[config.mk]
export PLATFORM = sky130hd
export DESIGN_NAME = data_cache_controller_flat
export DESIGN_NICKNAME = d
export VERILOG_FILES = /design/src/rtl/data_cache_controller_if.sv /design/src/rtl/data_cache_controller.sv /design/src/flat_wrapper.sv
export SDC_FILE = /design/constraint.sdc
export NUM_CORES = 2
export LEC_CHECK = 0
export CAP_MARGIN = 20
export CORE_ASPECT_RATIO = 0.7
export CORE_UTILIZATION = 35
export CTS_CLUSTER_DIAMETER = 30
export CTS_CLUSTER_SIZE = 16
export DETAILED_ROUTE_END_ITERATION = 10
export PLACE_DENSITY = 0.54
export SLEW_MARGIN = 20
export SYNTH_ARGS = -nofsm -noshare
export SYNTH_HDL_FRONTEND = slang
export SYNTH_SLANG_ARGS = --single-unit
export TNS_END_PERCENT = 100
[constraint.sdc]
create_clock -name CLK -period 23.3 [get_ports CLK]
set_clock_uncertainty 0.2 [all_clocks]
set_input_delay 2.33 -clock CLK [delete_from_list [all_inputs] [get_ports CLK]]
set_output_delay 2.33 -clock CLK [all_outputs]
set_load 0.02 [all_outputs]
[src/rtl/data_cache_controller_if.sv]
// CPU-side request/response and main-memory block transfer signals
// of the MEM-stage data cache, bundled for connection as one port.
interface data_cache_controller_if;
   logic         READ;
   logic         WRITE;
   logic [2:0]   FUNCT3;
   logic [31:0]  ADDRESS;
   logic [31:0]  WRITE_DATA;
   logic [31:0]  DATA_OUT;
   logic         BUSYWAIT;
   logic         MEM_READ;
   logic         MEM_WRITE;
   logic [27:0]  MEM_ADDRESS;
   logic [127:0] MEM_WRITEDATA;
   logic [127:0] MEM_READDATA;
   logic         MEM_BUSYWAIT;

   modport slave (
      input  READ, WRITE, FUNCT3, ADDRESS, WRITE_DATA,
      input  MEM_READDATA, MEM_BUSYWAIT,
      output DATA_OUT, BUSYWAIT,
      output MEM_READ, MEM_WRITE, MEM_ADDRESS, MEM_WRITEDATA
   );

   modport master (
      output READ, WRITE, FUNCT3, ADDRESS, WRITE_DATA,
      output MEM_READDATA, MEM_BUSYWAIT,
      input  DATA_OUT, BUSYWAIT,
      input  MEM_READ, MEM_WRITE, MEM_ADDRESS, MEM_WRITEDATA
   );
endinterface

[src/rtl/data_cache_controller.sv]
// Direct-mapped write-back, write-allocate data cache for the MEM stage.
// Loads hit combinationally; misses evict/refill 128-bit blocks.
module data_cache_controller #(
   parameter int INDEX_BITS  = 3,
   parameter int BLOCK_WORDS = 4
) (
   input  logic                   CLK,
   input  logic                   RESET,
   data_cache_controller_if.slave bus
);
   localparam int LINES      = 1 << INDEX_BITS;
   localparam int TAG_W      = 28 - INDEX_BITS;
   localparam int BLOCK_BITS = 32 * BLOCK_WORDS;

   typedef enum logic [1:0] {
      S_IDLE,
      S_WB,
      S_FETCH,
      S_UPDATE
   } state_t;

   state_t state_q, state_d;

   logic [LINES-1:0]      valid_q;
   logic [LINES-1:0]      dirty_q;
   logic [TAG_W-1:0]      tag_q  [LINES];
   logic [BLOCK_BITS-1:0] data_q [LINES];
   logic [BLOCK_BITS-1:0] fill_q;

   logic [TAG_W-1:0]      req_tag;
   logic [INDEX_BITS-1:0] idx;
   logic [1:0]            wsel;
   logic [1:0]            bsel;
   logic [TAG_W-1:0]      line_tag;
   logic [BLOCK_BITS-1:0] line_data;
   logic                  hit;
   logic                  req;
   logic                  is_rd;
   logic                  is_wr;

   assign req_tag   = bus.ADDRESS[31:4+INDEX_BITS];
   assign idx       = bus.ADDRESS[3+INDEX_BITS:4];
   assign wsel      = bus.ADDRESS[3:2];
   assign bsel      = bus.ADDRESS[1:0];
   assign line_tag  = tag_q[idx];
   assign line_data = data_q[idx];
   assign hit       = valid_q[idx] && (line_tag == req_tag);
   assign req       = bus.READ | bus.WRITE;
   assign is_wr     = bus.WRITE;
   assign is_rd     = bus.READ & ~bus.WRITE;

   logic [31:0]           word;
   logic [7:0]            byte_v;
   logic [15:0]           half_v;
   logic [31:0]           ld_val;
   logic [31:0]           merged;
   logic [BLOCK_BITS-1:0] new_line;

   assign word = line_data[32*wsel +: 32];

   always_comb begin
      byte_v = word[8*bsel +: 8];
      half_v = word[16*bsel[1] +: 16];
      case (bus.FUNCT3)
         3'b000:  ld_val = {{24{byte_v[7]}}, byte_v};
         3'b001:  ld_val = {{16{half_v[15]}}, half_v};
         3'b100:  ld_val = {24'b0, byte_v};
         3'b101:  ld_val = {16'b0, half_v};
         default: ld_val = word;
      endcase
   end

   always_comb begin
      merged = word;
      case (bus.FUNCT3[1:0])
         2'b00:   merged[8*bsel +: 8] = bus.WRITE_DATA[7:0];
         2'b01:   merged[16*bsel[1] +: 16] = bus.WRITE_DATA[15:0];
         default: merged = bus.WRITE_DATA;
      endcase
      new_line = line_data;
      new_line[32*wsel +: 32] = merged;
   end

   always_ff @(posedge CLK) begin
      if (RESET) state_q <= S_IDLE;
      else       state_q <= state_d;
   end

   always_comb begin
      state_d = state_q;
      case (state_q)
         S_IDLE: begin
            if (req && !hit)
               state_d = (valid_q[idx] && dirty_q[idx]) ? S_WB : S_FETCH;
         end
         S_WB:     if (!bus.MEM_BUSYWAIT) state_d = S_FETCH;
         S_FETCH:  if (!bus.MEM_BUSYWAIT) state_d = S_UPDATE;
         S_UPDATE: state_d = S_IDLE;
         default:  state_d = S_IDLE;
      endcase
   end

   logic                  mem_rd;
   logic                  mem_wr;
   logic [27:0]           mem_addr;
   logic [BLOCK_BITS-1:0] mem_wdata;
   logic                  busy;
   logic [31:0]           dout;

   always_comb begin
      mem_rd    = 1'b0;
      mem_wr    = 1'b0;
      mem_addr  = '0;
      mem_wdata = '0;
      busy      = 1'b0;
      dout      = '0;
      case (state_q)
         S_IDLE: begin
            busy = req & ~hit;
            if (is_rd && hit) dout = ld_val;
         end
         S_WB: begin
            mem_wr    = 1'b1;
            mem_addr  = {line_tag, idx};
            mem_wdata = line_data;
            busy      = 1'b1;
         end
         S_FETCH: begin
            mem_rd   = 1'b1;
            mem_addr = {req_tag, idx};
            busy     = 1'b1;
         end
         default: busy = 1'b1;
      endcase
      // Stall and load data are forced quiet for the whole reset cycle
      if (RESET) begin
         busy = 1'b0;
         dout = '0;
      end
   end

   assign bus.MEM_READ      = mem_rd;
   assign bus.MEM_WRITE     = mem_wr;
   assign bus.MEM_ADDRESS   = mem_addr;
   assign bus.MEM_WRITEDATA = mem_wdata;
   assign bus.BUSYWAIT      = busy;
   assign bus.DATA_OUT      = dout;

   always_ff @(posedge CLK) begin
      if (RESET) begin
         valid_q <= '0;
         dirty_q <= '0;
      end else begin
         if (state_q == S_IDLE && is_wr && hit) begin
            data_q[idx]  <= new_line;
            dirty_q[idx] <= 1'b1;
         end
         if (state_q == S_FETCH && !bus.MEM_BUSYWAIT)
            fill_q <= bus.MEM_READDATA;
         if (state_q == S_UPDATE) begin
            data_q[idx]  <= fill_q;
            tag_q[idx]   <= req_tag;
            valid_q[idx] <= 1'b1;
            dirty_q[idx] <= 1'b0;
         end
      end
   end
endmodule
[src/flat_wrapper.sv]
// flat-port wrapper written by rule: the top's interface ports become plain ports
module data_cache_controller_flat 
#(
   parameter int INDEX_BITS  = 3,
   parameter int BLOCK_WORDS = 4
)
  (CLK, RESET, bus_READ, bus_WRITE, bus_FUNCT3, bus_ADDRESS, bus_WRITE_DATA, bus_MEM_READDATA, bus_MEM_BUSYWAIT, bus_DATA_OUT, bus_BUSYWAIT, bus_MEM_READ, bus_MEM_WRITE, bus_MEM_ADDRESS, bus_MEM_WRITEDATA);
  data_cache_controller_if bus_i ();
  input  logic CLK;
  input  logic RESET;
  input wire logic [$bits(bus_i.READ)-1:0] bus_READ;
  input wire logic [$bits(bus_i.WRITE)-1:0] bus_WRITE;
  input wire logic [$bits(bus_i.FUNCT3)-1:0] bus_FUNCT3;
  input wire logic [$bits(bus_i.ADDRESS)-1:0] bus_ADDRESS;
  input wire logic [$bits(bus_i.WRITE_DATA)-1:0] bus_WRITE_DATA;
  input wire logic [$bits(bus_i.MEM_READDATA)-1:0] bus_MEM_READDATA;
  input wire logic [$bits(bus_i.MEM_BUSYWAIT)-1:0] bus_MEM_BUSYWAIT;
  output wire logic [$bits(bus_i.DATA_OUT)-1:0] bus_DATA_OUT;
  output wire logic [$bits(bus_i.BUSYWAIT)-1:0] bus_BUSYWAIT;
  output wire logic [$bits(bus_i.MEM_READ)-1:0] bus_MEM_READ;
  output wire logic [$bits(bus_i.MEM_WRITE)-1:0] bus_MEM_WRITE;
  output wire logic [$bits(bus_i.MEM_ADDRESS)-1:0] bus_MEM_ADDRESS;
  output wire logic [$bits(bus_i.MEM_WRITEDATA)-1:0] bus_MEM_WRITEDATA;
  assign bus_i.READ = bus_READ;
  assign bus_i.WRITE = bus_WRITE;
  assign bus_i.FUNCT3 = bus_FUNCT3;
  assign bus_i.ADDRESS = bus_ADDRESS;
  assign bus_i.WRITE_DATA = bus_WRITE_DATA;
  assign bus_i.MEM_READDATA = bus_MEM_READDATA;
  assign bus_i.MEM_BUSYWAIT = bus_MEM_BUSYWAIT;
  assign bus_DATA_OUT = bus_i.DATA_OUT;
  assign bus_BUSYWAIT = bus_i.BUSYWAIT;
  assign bus_MEM_READ = bus_i.MEM_READ;
  assign bus_MEM_WRITE = bus_i.MEM_WRITE;
  assign bus_MEM_ADDRESS = bus_i.MEM_ADDRESS;
  assign bus_MEM_WRITEDATA = bus_i.MEM_WRITEDATA;
  data_cache_controller #(.INDEX_BITS(INDEX_BITS), .BLOCK_WORDS(BLOCK_WORDS)) u_core (.CLK(CLK), .RESET(RESET), .bus(bus_i));
endmodule
==> summary.md <==
| Metric | Value |
|---|---|
| Core ar. | `161000 µm²` |
| Tot Pwr | `7.31 mW` |
| Sequential fraction of the synthesis area | `71.8%` |
| Register area | `41000 µm²` |
| WL/cell | `31.1 µm` |
| Tightest Pin Transition | `1.22 ns` |
| Cell Area, Placed | `63200 µm²` |
| TritonCTS clock tree | `yes` |
| CP Class | `in2out` |
| Cell total after placement | `5941` |
| Async SR Flop Fraction | `0%` |
| Max-Slew Margin vs Limit | `18.4%` |
| Worst-skew pair later-pin latency | `0.86 ns` |
| CP required | `20.77 ns` |
| Most numerous cell in the Yosys netlist | `edfxtp_1` |
| Synthesized flop and latch total | `1370` |
| Cells after Synth | `3608` |
| Total track usage | `23.6%` |
| CTS H-Tree Depth | `4` |
| Pin count of the biggest net entering global routing | `142` |
| EDFF count, synth | `1352` |
| Post-detailed-route count of antenna-violating nets | `0` |
| Nets | `4270` |
| Tcrit/Tclk final | `46.1%` |
| Max FO, Critical Path | `43` |
| Placer congestion estimate | `0.894` |
| Vias/cell | `5.76` |
| Hold_sp | `u_core.valid_q[2]$_SDFFE_PP0N_` |
| Synth Area in Adders | `0.307%` |
| Post-layout util | `44.4%` |
| Post-route DRC | `0` |
| Average size of a mapped cell | `15.8 µm²` |
| Die width | `484 µm` |
| Period minus WS final | `10.74 ns` |
| Synth Cell Area | `57000 µm²` |
| Post-synthesis xor/xnor area fraction | `0.276%` |
| GRT Residual Overflow | `0` |
| First-pass DRT Iterations | `6` |
| Hpwl dp | `119 mm` |
| Max-cap check violation count | `0` |
| Predominant post-synthesis flop cell | `edfxtp_1` |
| PostCTS Resize Cnt | `0` |
| Iteration-0 DRC Markers | `4292` |
| Switching part of the total | `26.2%` |
| Post-synth top area cell | `edfxtp_1` |
| Port Buffer Count | `390` |
| Final hold viol count | `0` |
| Final setup viols | `0` |
| Final instance area | `71500 µm²` |
| Layout cells sized above 1 | `17.1%` |
| Crit. End Element | `output port` |
| Gate power share | `12.2%` |
| Post-synthesis mux area share | `6.27%` |
| Lkg Pwr | `23.5 nW` |
| Multi-input gate area | `14700 µm²` |
| Pwr/cell area | `102 nW/µm²` |
| Clock power frac | `49.0%` |
| Die Area | `165000 µm²` |
| P_int | `5.40 mW` |
| IO Count | `391` |
| Post-Syn Nets | `3822` |
| Worst Setup SP | `bus_ADDRESS[4]` |
| Maximum vdd drop | `0.0000685 V` |
| Layout Cells excl Fill | `6396` |
| Final Max Tran Viols | `0` |
| Clock tree buffer depth | `3` |
| Simple-gate share of the synthesized area | `6.58%` |
| Setup TNS | `0 ns` |
| Final WL | `199 mm` |
| Worst reg2reg path startpoint | `u_core.tag_q[7][20]$_DFFE_PP_` |
| RSZ-0062 raised after global routing | `false` |
| First-pass GRT wire length | `277 mm` |
| Site row count | `123` |
| Num Clock Sinks | `1370` |
| Sw Pwr | `1.91 mW` |
| Startpoint Class | `primary input` |
| F_max | `93.1 MHz` |
| Hold Path Class | `reg2reg` |
| Via count | `36.8k` |
| Synth area leaders | `edfxtp_1 (71%), mux4_2 (3.2%), a22oi_1 (2.5%)` |
| Count of cell types in the netlist | `82` |
| Run status | `finished clean` |
| CTS root buffer | `clkbuf_16` |
| Yosys Warn Count | `0` |
| Complex-gate fraction of the synthesized area | `12.1%` |
| Total CTS buffers | `238` |
| Synth-to-Final Area Change | `25.5%` |
| Initial Utilization | `35.4%` |
| Post-synth top area share | `71.2%` |
| Worst-path clk slew | `0.04 ns` |
| Vias in the first global route | `35.7k` |
| Largest family of logic cells by synthesized area | `compound AO/OA/AOI/OAI gates` |
| Post-CTS Setup Bufs | `0` |
| Fill cells | `14.1k` |
| Initial antenna violation count | `10` |
| Die H | `340 µm` |
| Power share of the sequential group | `38.8%` |
| Critical Path AT | `8.21 ns` |
| Hold-fix buffers, CTS | `0` |
| Synth top cells by count | `edfxtp_1 (1352), nor2_1 (337), a22oi_1 (192)` |
## cell families after synthesis
kind of cell,count (synthesis)
AO/OA/AOI/OAI,927
XOR/XNOR,18
adder cells (fa/ha/maj),14
buffers and inverters,321
flip-flops,1370
multiplexers,234
AND/OR/NAND/NOR,724
## sequential cells by signal, indices dropped and copies added (netlist names), named ones only
| register | count |
|---|---|
| u_core.state_q | 2 |
| u_core.tag_q | 200 |
| u_core.fill_q | 128 |
| u_core.valid_q | 8 |
| u_core.dirty_q | 1 |
| u_core.data_q | 1024 |
## power groups by stage
stage / clock network (mW) / logic [mW] / registers [mW]
after floorplan: 0 / 0.459 / 2.89
after global placement: 0 / 0.881 / 2.89
after detailed placement: 0 / 0.886 / 2.89
after CTS: 3.63 / 0.890 / 2.84
after global routing: 3.74 / 0.937 / 2.84
final: 3.58 / 0.889 / 2.84
## layout make-up
class,count,share of cell area [%]
flip-flops and latches,1370,57.3
inverters,52,0.280
multi-input cells,1917,20.6
diodes,2,0.00700
repair buffers,477,6.47
well taps,2125,3.72
clock buffers,260,8.47
clock inverters,193,3.22
## routing by layer
metal	wire [µm]	vias up	share of wire [%]	global-route usage [%]
li1	-	15700	-	-
met1	83600	19000	42	32.2
met2	90900	1792	46	36.5
met3	14400	404	7.2	3.91
met4	9760	4	4.9	11.5
met5	26	-	0.013	0
## cells in the final DEF, fill, tap and decap left out, types with 19 or more instances in the layout
| master | netlist | layout |
|---|---|---|
| edfxtp_1 | 1352 | 1352 |
| clkdlybuf4s50_1 | 0 | 385 |
| nor2_1 | 337 | 329 |
| clkbuf_16 | 0 | 239 |
| a22oi_1 | 192 | 192 |
| a21oi_1 | 189 | 189 |
| nand2_1 | 114 | 113 |
| a221oi_1 | 94 | 94 |
| mux4_2 | 80 | 80 |
| buf_4 | 21 | 80 |
| o21ai_0 | 79 | 79 |
| mux2i_1 | 76 | 76 |
| mux2_2 | 68 | 68 |
| o21a_1 | 50 | 50 |
| and4_1 | 49 | 49 |
| inv_1 | 50 | 48 |
| a22o_1 | 48 | 48 |
| o22ai_1 | 40 | 40 |
| a222oi_1 | 36 | 36 |
| bufinv_16 | 0 | 35 |
| inv_6 | 0 | 32 |
| o221ai_1 | 32 | 32 |
| clkinv_2 | 0 | 31 |
| clkinv_4 | 0 | 30 |
| nor4bb_1 | 28 | 28 |
| clkinvlp_4 | 0 | 27 |
| clkinv_1 | 1 | 25 |
| and3_1 | 28 | 25 |
| nor3_1 | 34 | 25 |
| nor2b_1 | 26 | 23 |
| and2_1 | 21 | 21 |
| clkbuf_1 | 176 | 21 |
| a2111o_1 | 19 | 19 |
| and4b_1 | 19 | 19 |
## per-stage QoR
step	hold WS, ns	worst slack, ns
finish	0.252	12.56
CTS	0.257	12.57
global placement	0.236	12.68
global route	0.278	12.35
floorplan	0.227	5.40
detailed placement	0.245	12.57
## worst max-delay path, stage by stage
cell	delay (ns)
clkbuf_8	0.41
buf_4	0.67
mux4_2	0.59
nand2_1	0.08
o221ai_1	0.14
xor2_1	0.17
nor4_1	0.56
and4_1	0.67
nand4_4	0.78
a221oi_1	0.97
clkdlybuf4s50_1	0.75
## path summary, 6_finish.rpt
path / end / slack (ns) / cells after the start
max: bus_DATA_OUT[8] / 12.56 / 11
max reg2reg: u_core.data_q[1][60]$_DFFE_PP_ / 17.08 / 11
min reg2reg: u_core.valid_q[2]$_SDFFE_PP0N_ / 0.25 / 1
min: u_core.valid_q[2]$_SDFFE_PP0N_ / 0.25 / 1
Note: power is estimated with default switching activity, not from simulation.
